[config.mk]
export PLATFORM = sky130hd
export DESIGN_NAME = dccm_sram_ctrl
export DESIGN_NICKNAME = d
export VERILOG_FILES = /design/src/rtl/dccm_sram_ctrl.sv
export SDC_FILE = /design/constraint.sdc
export NUM_CORES = 1
export LEC_CHECK = 0
export BUFFER_PORTS_ARGS = -buffer_cell sky130_fd_sc_hd__buf_2
export CAP_MARGIN = 15
export CELL_PAD_IN_SITES_DETAIL_PLACEMENT = 1
export CELL_PAD_IN_SITES_GLOBAL_PLACEMENT = 1
export CORE_MARGIN = 4
export CORE_UTILIZATION = 34
export CTS_CLUSTER_DIAMETER = 100
export DETAILED_ROUTE_END_ITERATION = 8
export PLACE_DENSITY = 0.82
export REMOVE_ABC_BUFFERS = 1
export SLEW_MARGIN = 15
export SYNTH_ARGS = -nofsm -noshare
export SYNTH_HDL_FRONTEND = slang
export SYNTH_SLANG_ARGS = --single-unit
export TNS_END_PERCENT = 5
[constraint.sdc]
create_clock -name brq_clk -period 2.3 [get_ports brq_clk]
set_input_delay 0.23 -clock brq_clk [delete_from_list [all_inputs] [get_ports brq_clk]]
set_output_delay 0.23 -clock brq_clk [all_outputs]
set_load 0.01 [all_outputs]
[src/rtl/dccm_sram_ctrl.sv]
// Data-memory responder: one load/store at a time onto a single-port
// 32-bit SRAM macro, with sub-word load extension and store RMW.
module dccm_sram_ctrl #(
  parameter int DataWidth = 32,
  parameter int AddrWidth = 16,
  parameter int SramAddrW = 14
) (
  input  logic                 brq_clk,
  input  logic                 brq_rst,
  input  logic                 read_en,
  input  logic                 write_en,
  input  logic [2:0]           byte_en,
  input  logic [AddrWidth-1:0] address,
  input  logic [DataWidth-1:0] data_in,
  output logic [DataWidth-1:0] data_out,
  output logic                 done,
  output logic                 err,
  output logic                 stall,
  output logic                 sram_csb,
  output logic                 sram_web,
  output logic                 sram_oeb,
  output logic [SramAddrW-1:0] sram_addr,
  output logic [DataWidth-1:0] sram_wdata,
  input  logic [DataWidth-1:0] sram_rdata
);

  typedef enum logic [2:0] {
    IDLE, ERR, RD, RESP, WR, RMW_RD, MERGE, RMW_WR
  } state_t;

  state_t state, nxt;

  logic                 req;
  logic                 mis;
  logic                 bad;
  logic [1:0]           sz_q;
  logic [1:0]           lane_q;
  logic                 zx_q;
  logic [15:0]          wd_q;
  logic [DataWidth-1:0] dout_q;
  logic [DataWidth-1:0] rd_ext;
  logic [DataWidth-1:0] mrg;
  logic [7:0]           rb;
  logic [15:0]          rh;

  assign req = read_en | write_en;

  always_comb begin
    mis = 1'b0;
    unique case (byte_en[1:0])
      2'b01:   mis = address[0];
      2'b10:   mis = |address[1:0];
      default: mis = 1'b0;
    endcase
    bad = (read_en & write_en) | (&byte_en[1:0]) | mis;
  end

  always_ff @(posedge brq_clk) begin
    if (brq_rst) state <= IDLE;
    else         state <= nxt;
  end

  always_comb begin
    nxt = state;
    unique case (state)
      IDLE: begin
        if (req) begin
          if (bad)                       nxt = ERR;
          else if (read_en)              nxt = RD;
          else if (byte_en[1:0] == 2'b10) nxt = WR;
          else                           nxt = RMW_RD;
        end
      end
      ERR:     nxt = IDLE;
      RD:      nxt = RESP;
      RESP:    nxt = IDLE;
      WR:      nxt = IDLE;
      RMW_RD:  nxt = MERGE;
      MERGE:   nxt = RMW_WR;
      RMW_WR:  nxt = IDLE;
      default: nxt = IDLE;
    endcase
  end

  // Macro pins are registered from the next state so they never glitch.
  always_ff @(posedge brq_clk) begin
    if (brq_rst) begin
      sram_csb   <= 1'b1;
      sram_web   <= 1'b1;
      sram_oeb   <= 1'b1;
      sram_addr  <= '0;
      sram_wdata <= '0;
      dout_q     <= '0;
      sz_q       <= '0;
      lane_q     <= '0;
      zx_q       <= 1'b0;
      wd_q       <= '0;
    end else begin
      sram_csb <= !(nxt inside {RD, WR, RMW_RD, RMW_WR});
      sram_web <= !(nxt inside {WR, RMW_WR});
      sram_oeb <= !(nxt inside {RD, RMW_RD});
      if (state == IDLE && req) begin
        sz_q   <= byte_en[1:0];
        zx_q   <= byte_en[2];
        lane_q <= address[1:0];
        wd_q   <= data_in[15:0];
        if (!bad) sram_addr <= address[AddrWidth-1:2];
      end
      if (nxt == WR)      sram_wdata <= data_in;
      if (state == MERGE) sram_wdata <= mrg;
      if (state == RESP)  dout_q     <= rd_ext;
    end
  end

  always_comb begin
    rb = sram_rdata[{lane_q, 3'b000} +: 8];
    rh = lane_q[1] ? sram_rdata[31:16] : sram_rdata[15:0];
    unique case (sz_q)
      2'b00: rd_ext = zx_q ? {{(DataWidth-8){1'b0}}, rb}
                           : {{(DataWidth-8){rb[7]}}, rb};
      2'b01: rd_ext = zx_q ? {{(DataWidth-16){1'b0}}, rh}
                           : {{(DataWidth-16){rh[15]}}, rh};
      default: rd_ext = sram_rdata;
    endcase
    mrg = sram_rdata;
    if (sz_q == 2'b00)  mrg[{lane_q, 3'b000} +: 8] = wd_q[7:0];
    else if (lane_q[1]) mrg[31:16] = wd_q;
    else                mrg[15:0]  = wd_q;
  end

  always_comb begin
    done     = 1'b0;
    err      = 1'b0;
    stall    = 1'b0;
    data_out = dout_q;
    unique case (state)
      IDLE: stall = req;
      ERR: begin
        done = 1'b1;
        err  = 1'b1;
      end
      RESP: begin
        done     = 1'b1;
        data_out = rd_ext;
      end
      WR, RMW_WR: done = 1'b1;
      default: stall = 1'b1;
    endcase
  end

endmodule

# Word-level counts from Yosys, hierarchy flattened
# Cells that the tools add are included.
[totals]
regBits = 105
inputBits = 87
out_inout_bits = 84
elab_cells = 68
[classes]
n_addsub = 1
eq_ne = 14
shift = 3
muxes = 20
bitwise_logic = 5
reduce_logical = 14
[ops]
columns = ["op", "count"]
rows = [
  ["$mux W32", 6],
  ["$pmux W32 S2", 1],
  ["$mux W16", 3],
  ["$bwmux W32", 1],
  ["$shift A8 B7 Y32 const A", 1],
  ["$shiftx A32 B6 Y8", 1],
  ["$shiftx A8 B7 Y32", 1],
  ["$eq A3 B3 Y1 const B", 7],
  ["$pmux W3 S5", 1],
  ["$eq A3 B2 Y1 const B", 3],
  ["$mux W3", 3],
  ["$neg A5 Y7", 1],
  ["$reduce_bool A2 Y1", 3],
  ["$eq A2 B1 Y1 const B", 2],
  ["$pmux W1 S2", 2],
  ["$reduce_and A2 Y1", 2],
  ["$reduce_bool A4 Y1", 1],
  ["$reduce_or A4 Y1", 1],
  ["$eq A3 B1 Y1 const B", 1],
  ["$logic_not A1 Y1", 3],
  ["$logic_not A3 Y1", 1],
  ["$mux W1", 3],
  ["$or A1 B1 Y1", 3],
  ["$eq A2 B2 Y1 const B", 1],
  ["5 further kinds", 5],
]

# Longest topological paths before layout
[logic_depth]
ltp_word = 9
ltp_mapped = 9
depth_no_buf = 7

# Least setup slack after synthesis
# OpenSTA, ideal clock, no wires.
[synth_timing]
path_kind = "register -> register"
start = "reg lane_q[1]"
end = "reg sram_wdata[10]"
arrival_time_ns = 2.085
t_required_ns = 2.226
slack_ns = 0.141
path_stages_with_launch = 10
period_less_slack_ns = 2.159
cell_sequence = "dfxtp_1 > buf_2 > inv_1 > ha_1 > nor2b_1 > and3_1 > clkbuf_1 > a21oi_1 > a221o_1 > a31oi_1"
[synth_between]
elab_chain_cells = 5
[synth_lines]
columns = ["element", "line", "rtl"]
rows = [
  ["from (decl)", "37", "logic [1:0] lane_q;"],
  ["from (signal assigned)", "105", "lane_q <= address[1:0];"],
  ["$neg A5 Y7", "126", "if (sz_q == 2'b00) mrg[{lane_q, 3'b000} +: 8] = wd_q[7:0];"],
  ["$shiftx A8 B7 Y32 / $shift A8 B7 Y32 (equally long branches)", "126", ""],
  ["$bwmux W32", "126", ""],
  ["$mux W32 (*)", "126", ""],
  ["$mux W32 (*)", "110", "if (state == MERGE) sram_wdata <= mrg;"],
  ["to (signal assigned)", "109", "if (nxt == WR) sram_wdata <= data_in;"],
  ["to (signal assigned)", "110", ""],
  ["to (decl)", "23", "output logic [DataWidth-1:0] sram_wdata,"],
]
# Every way passes the cells marked *; elsewhere a longest branch is shown, timed or not.
# A chain may end at the register's enable or synchronous reset.

# Worst setup path after layout
[layout_timing]
start = "reg lane_q[0]"
end = "out data_out[18]"
[layout_between]
elab_chain_cells = 4
[layout_lines]
columns = ["element", "line", "rtl"]
rows = [
  ["$shiftx A32 B6 Y8", "116", "rb = sram_rdata[{lane_q, 3'b000} +: 8];"],
  ["$mux W32", "119", "2'b00: rd_ext = zx_q ? {{(DataWidth-8){1'b0}}, rb}"],
  ["$pmux W32 S2", "118", "unique case (sz_q)"],
  ["$mux W32", "n/a", ""],
  ["to (decl)", "15", "output logic [DataWidth-1:0] data_out,"],
]
# Every way passes these cells.

==> flow_summary_export.csv <==
group,metric,value,unit
timing,finalHoldViolations,0,
layout,num-nets-final,941,
clock_tree,clk_pin_slew_worst_paths,0.07,ns
clock_tree,htree_levels,3,
clock_tree,cts_num_sinks,105,
pwr,power.total,4.93,mW
timing,skew,0.00799,ns
layout,area_delta_synth_final,29.6,%
placement,gp_congestion,0.890,
critical_path,crit_type,"reg2out",
clock_tree,cts_tree,"yes",
timing,rsz0062_at_grt,"true",
layout,antennaDiodeCount,0,
critical_path,worstPathMaxFanout,16,
detailed_routing,wirelength,22.6,mm
layout,drive_gt1_share,30.0,%
layout,fin_cells,1071,
floorplanning,initial_core_util,34.7,%
pwr,powerDensity,664,nW/µm²
floorplanning,io_pins,171,
clock_tree,insertion_delay,0.36,ns
timing,timing.slew.headroom,35.8,%
logic_synthesis,synth_warnings,0,
grt,overflow,0,
detailed_routing,drt-initial-drc-count,508,
logic_synthesis,synth_xor_area_share,0.153,%
worst_hold_path,min-delay-path-class,"in2reg",
logic_synthesis,synthAdderAreaFrac,1.75,%
grt,grt_pass1_wl,34.4,mm
detailed_routing,drcViolationCount,0,
timing,setup_violations,8,
clock_tree,cts_root_buffer,"clkbuf_16",
logic_synthesis,synth_area,5730,µm²
timing,finalMaxSlewViolations,0,
logic_synthesis,seq_area_frac_synth,36.7,%
critical_path,cp.required,2.07,ns
placement,io_buffers,170,
grt,antenna_found_initial,1,
floorplanning,die-area,19000,µm²
timing,fmax,0.431,GHz
logic_synthesis,ys_types,49,
critical_path,end_kind,"output pin",
detailed_routing,drtPass1Iterations,5,
timing,worst-slew-pin-transition,0.962,ns
outcome,violations,"negative setup slack",
clock_tree,clk_path_buf_depth,2,
timing,setup_tns,-0.0622,ns
detailed_routing,ant_nets,0,
grt,grt_pass1_vias,6191,
logic_synthesis,synthSimpleGateAreaFrac,19.8,%
detailed_routing,viasPerCell,5.79,
floorplanning,rows,47,
grt,grt_max_degree,38,
floorplanning,fp.dieH,138,µm
pwr,leakagePower,3.20,nW
timing,min_period,2.32,ns
grt,grt.total_usage,23.2,%
logic_synthesis,syn_inst,681,
pwr,peakVddDrop,0.000435,V
outcome,outcome,"finished, violations left",
timing,finalWorstSetupSlack,-0.0176,ns
logic_synthesis,synth_flop_cell,"dfxtp_1",
placement,post-place-cells,1053,
clock_tree,cts_buffers,9,
floorplanning,die_width,138,µm
clock_tree,ctsHoldBuffers,0,
floorplanning,coreArea,16500,µm²
logic_synthesis,avgSynthCellArea,8.42,µm²
logic_synthesis,synth_mux_area_share,8.25,%
logic_synthesis,synth_top_family_by_area,"compound AO/OA/AOI/OAI gates",
detailed_routing,wire_per_inst,21.1,µm
run,drv_cap,0,
critical_path,arrival,2.09,ns
critical_path,cp-start-kind,"flip-flop",
detailed_routing,vias,6198,
logic_synthesis,async_reset_ff_share,0,%
logic_synthesis,synth_edf_count,0,
timing,final.period_utilization,101,%
logic_synthesis,synth_compound_area_share,27.9,%
logic_synthesis,ys_ff_latch,105,
placement,place_hpwl,15.9,mm
registers in the layout (all words and copies together) (netlist names):
name        flops
dout_q         32
lane_q          2
sram_addr      14
sram_csb        1
sram_oeb        1
sram_wdata     32
sram_web        1
state           3
sz_q            2
wd_q           16
zx_q            1
per-stage QoR:
stage | hold slack (ns) | utilization [%] | setup WS (ns) | area [µm²]
4_1_cts | 0.0934 | 44.9 | -0.0307 | 7420
6_report | 0.101 | 44.9 | -0.0176 | 7430
3_5_place_dp | 0.466 | 42.7 | -0.0231 | 7050
2_1_floorplan | 0.299 | - | -1.16 | 5450
5_1_grt | 0.106 | 44.9 | -0.110 | 7430
3_3_place_gp | 0.458 | 42.7 | 0.0731 | 7050
cells in the final DEF (no fill, tap or decap), drive strengths merged, types with 19 or more instances in the layout:
cell,count
dfxtp,105
a211oi,22
nand2,84
o31ai,32
nand4,30
a21oi,60
a221o,24
mux2i,45
buf,216
nor2,44
a31oi,19
nor2b,42
what timing repair did:
action / CTS / global route
setup endpoints to repair: 29 / 28
cloned: 1 / 0
pin swaps: 2 / 1
buffers inserted: 1 / 0
resized for setup: 6 / 2
layer usage:
layer  up-vias  wire length (µm)  GRT usage, %
li1       2889                 -             -
met1      3000              9370          30.2
met2       271             10800          37.7
met3        36              2000          5.95
met4         2               431          7.24
met5         -                 7             0
cells by family after synthesis:
kind of cell	Yosys count
fa+ha+maj	8
simple gates	229
mux	46
compound gates	220
buf+inv	72
xor+xnor	1
flops	105
report_power, final:
group          internal, mW  switching, mW
clock network         0.940          0.723
registers              1.92         0.0840
logic                 0.487          0.774
total                  3.35           1.58
worst paths after layout:
path | startpoint | end | slack, ns | depth (start not counted)
max | lane_q[0] | data_out[18] | -0.02 | 7
min reg2reg | wd_q[15] | wd_q[15] | 0.48 | 2
min | address[13] | sram_addr[11] | 0.10 | 3
max reg2reg | state[2] | sram_wdata[1] | 0.15 | 5
critical path: stages (launching register included):
cell and delay, ns:
dfxtp_4 0.36, mux4_2 0.52, nand2_2 0.10, nor2_2 0.06
a311oi_4 0.27, buf_12 0.19, a21oi_1 0.09, buf_2 0.14
cell usage after synthesis, types with 2 or more instances:
master	count	area (µm²)
and3_1	9	56.3
nor3_1	4	20.0
inv_1	8	30.0
buf_2	17	85.1
nand4_1	30	188
a21oi_1	60	300
a41oi_1	2	17.5
a221oi_1	16	140
nor2b_1	42	263
dfxtp_1	105	2100
or3_1	2	12.5
a221o_1	24	240
buf_4	2	15.0
a311oi_1	14	123
o31ai_1	32	240
ha_1	8	100
clkbuf_1	42	158
o22ai_1	7	43.8
a31oi_1	18	113
o21ai_0	11	55.1
nand2b_1	4	25.0
mux2i_1	45	450
nand2_1	84	315
nor2_1	43	161
buf_6	2	22.5
o21ai_1	4	20.0
nand3_1	2	10.0
nand3b_1	3	22.5
a211oi_1	21	158
final cells by class:
cell class	count	area, µm²
multi-input combinational	504	3360
inverter	9	33.8
fill	2008	9100
clock inverter	3	47.5
tap	220	275
timing repair buffer	217	1330
sequential	105	2110
clock buffer	13	270
No activity file was read; power rests on OpenSTA's default activity.
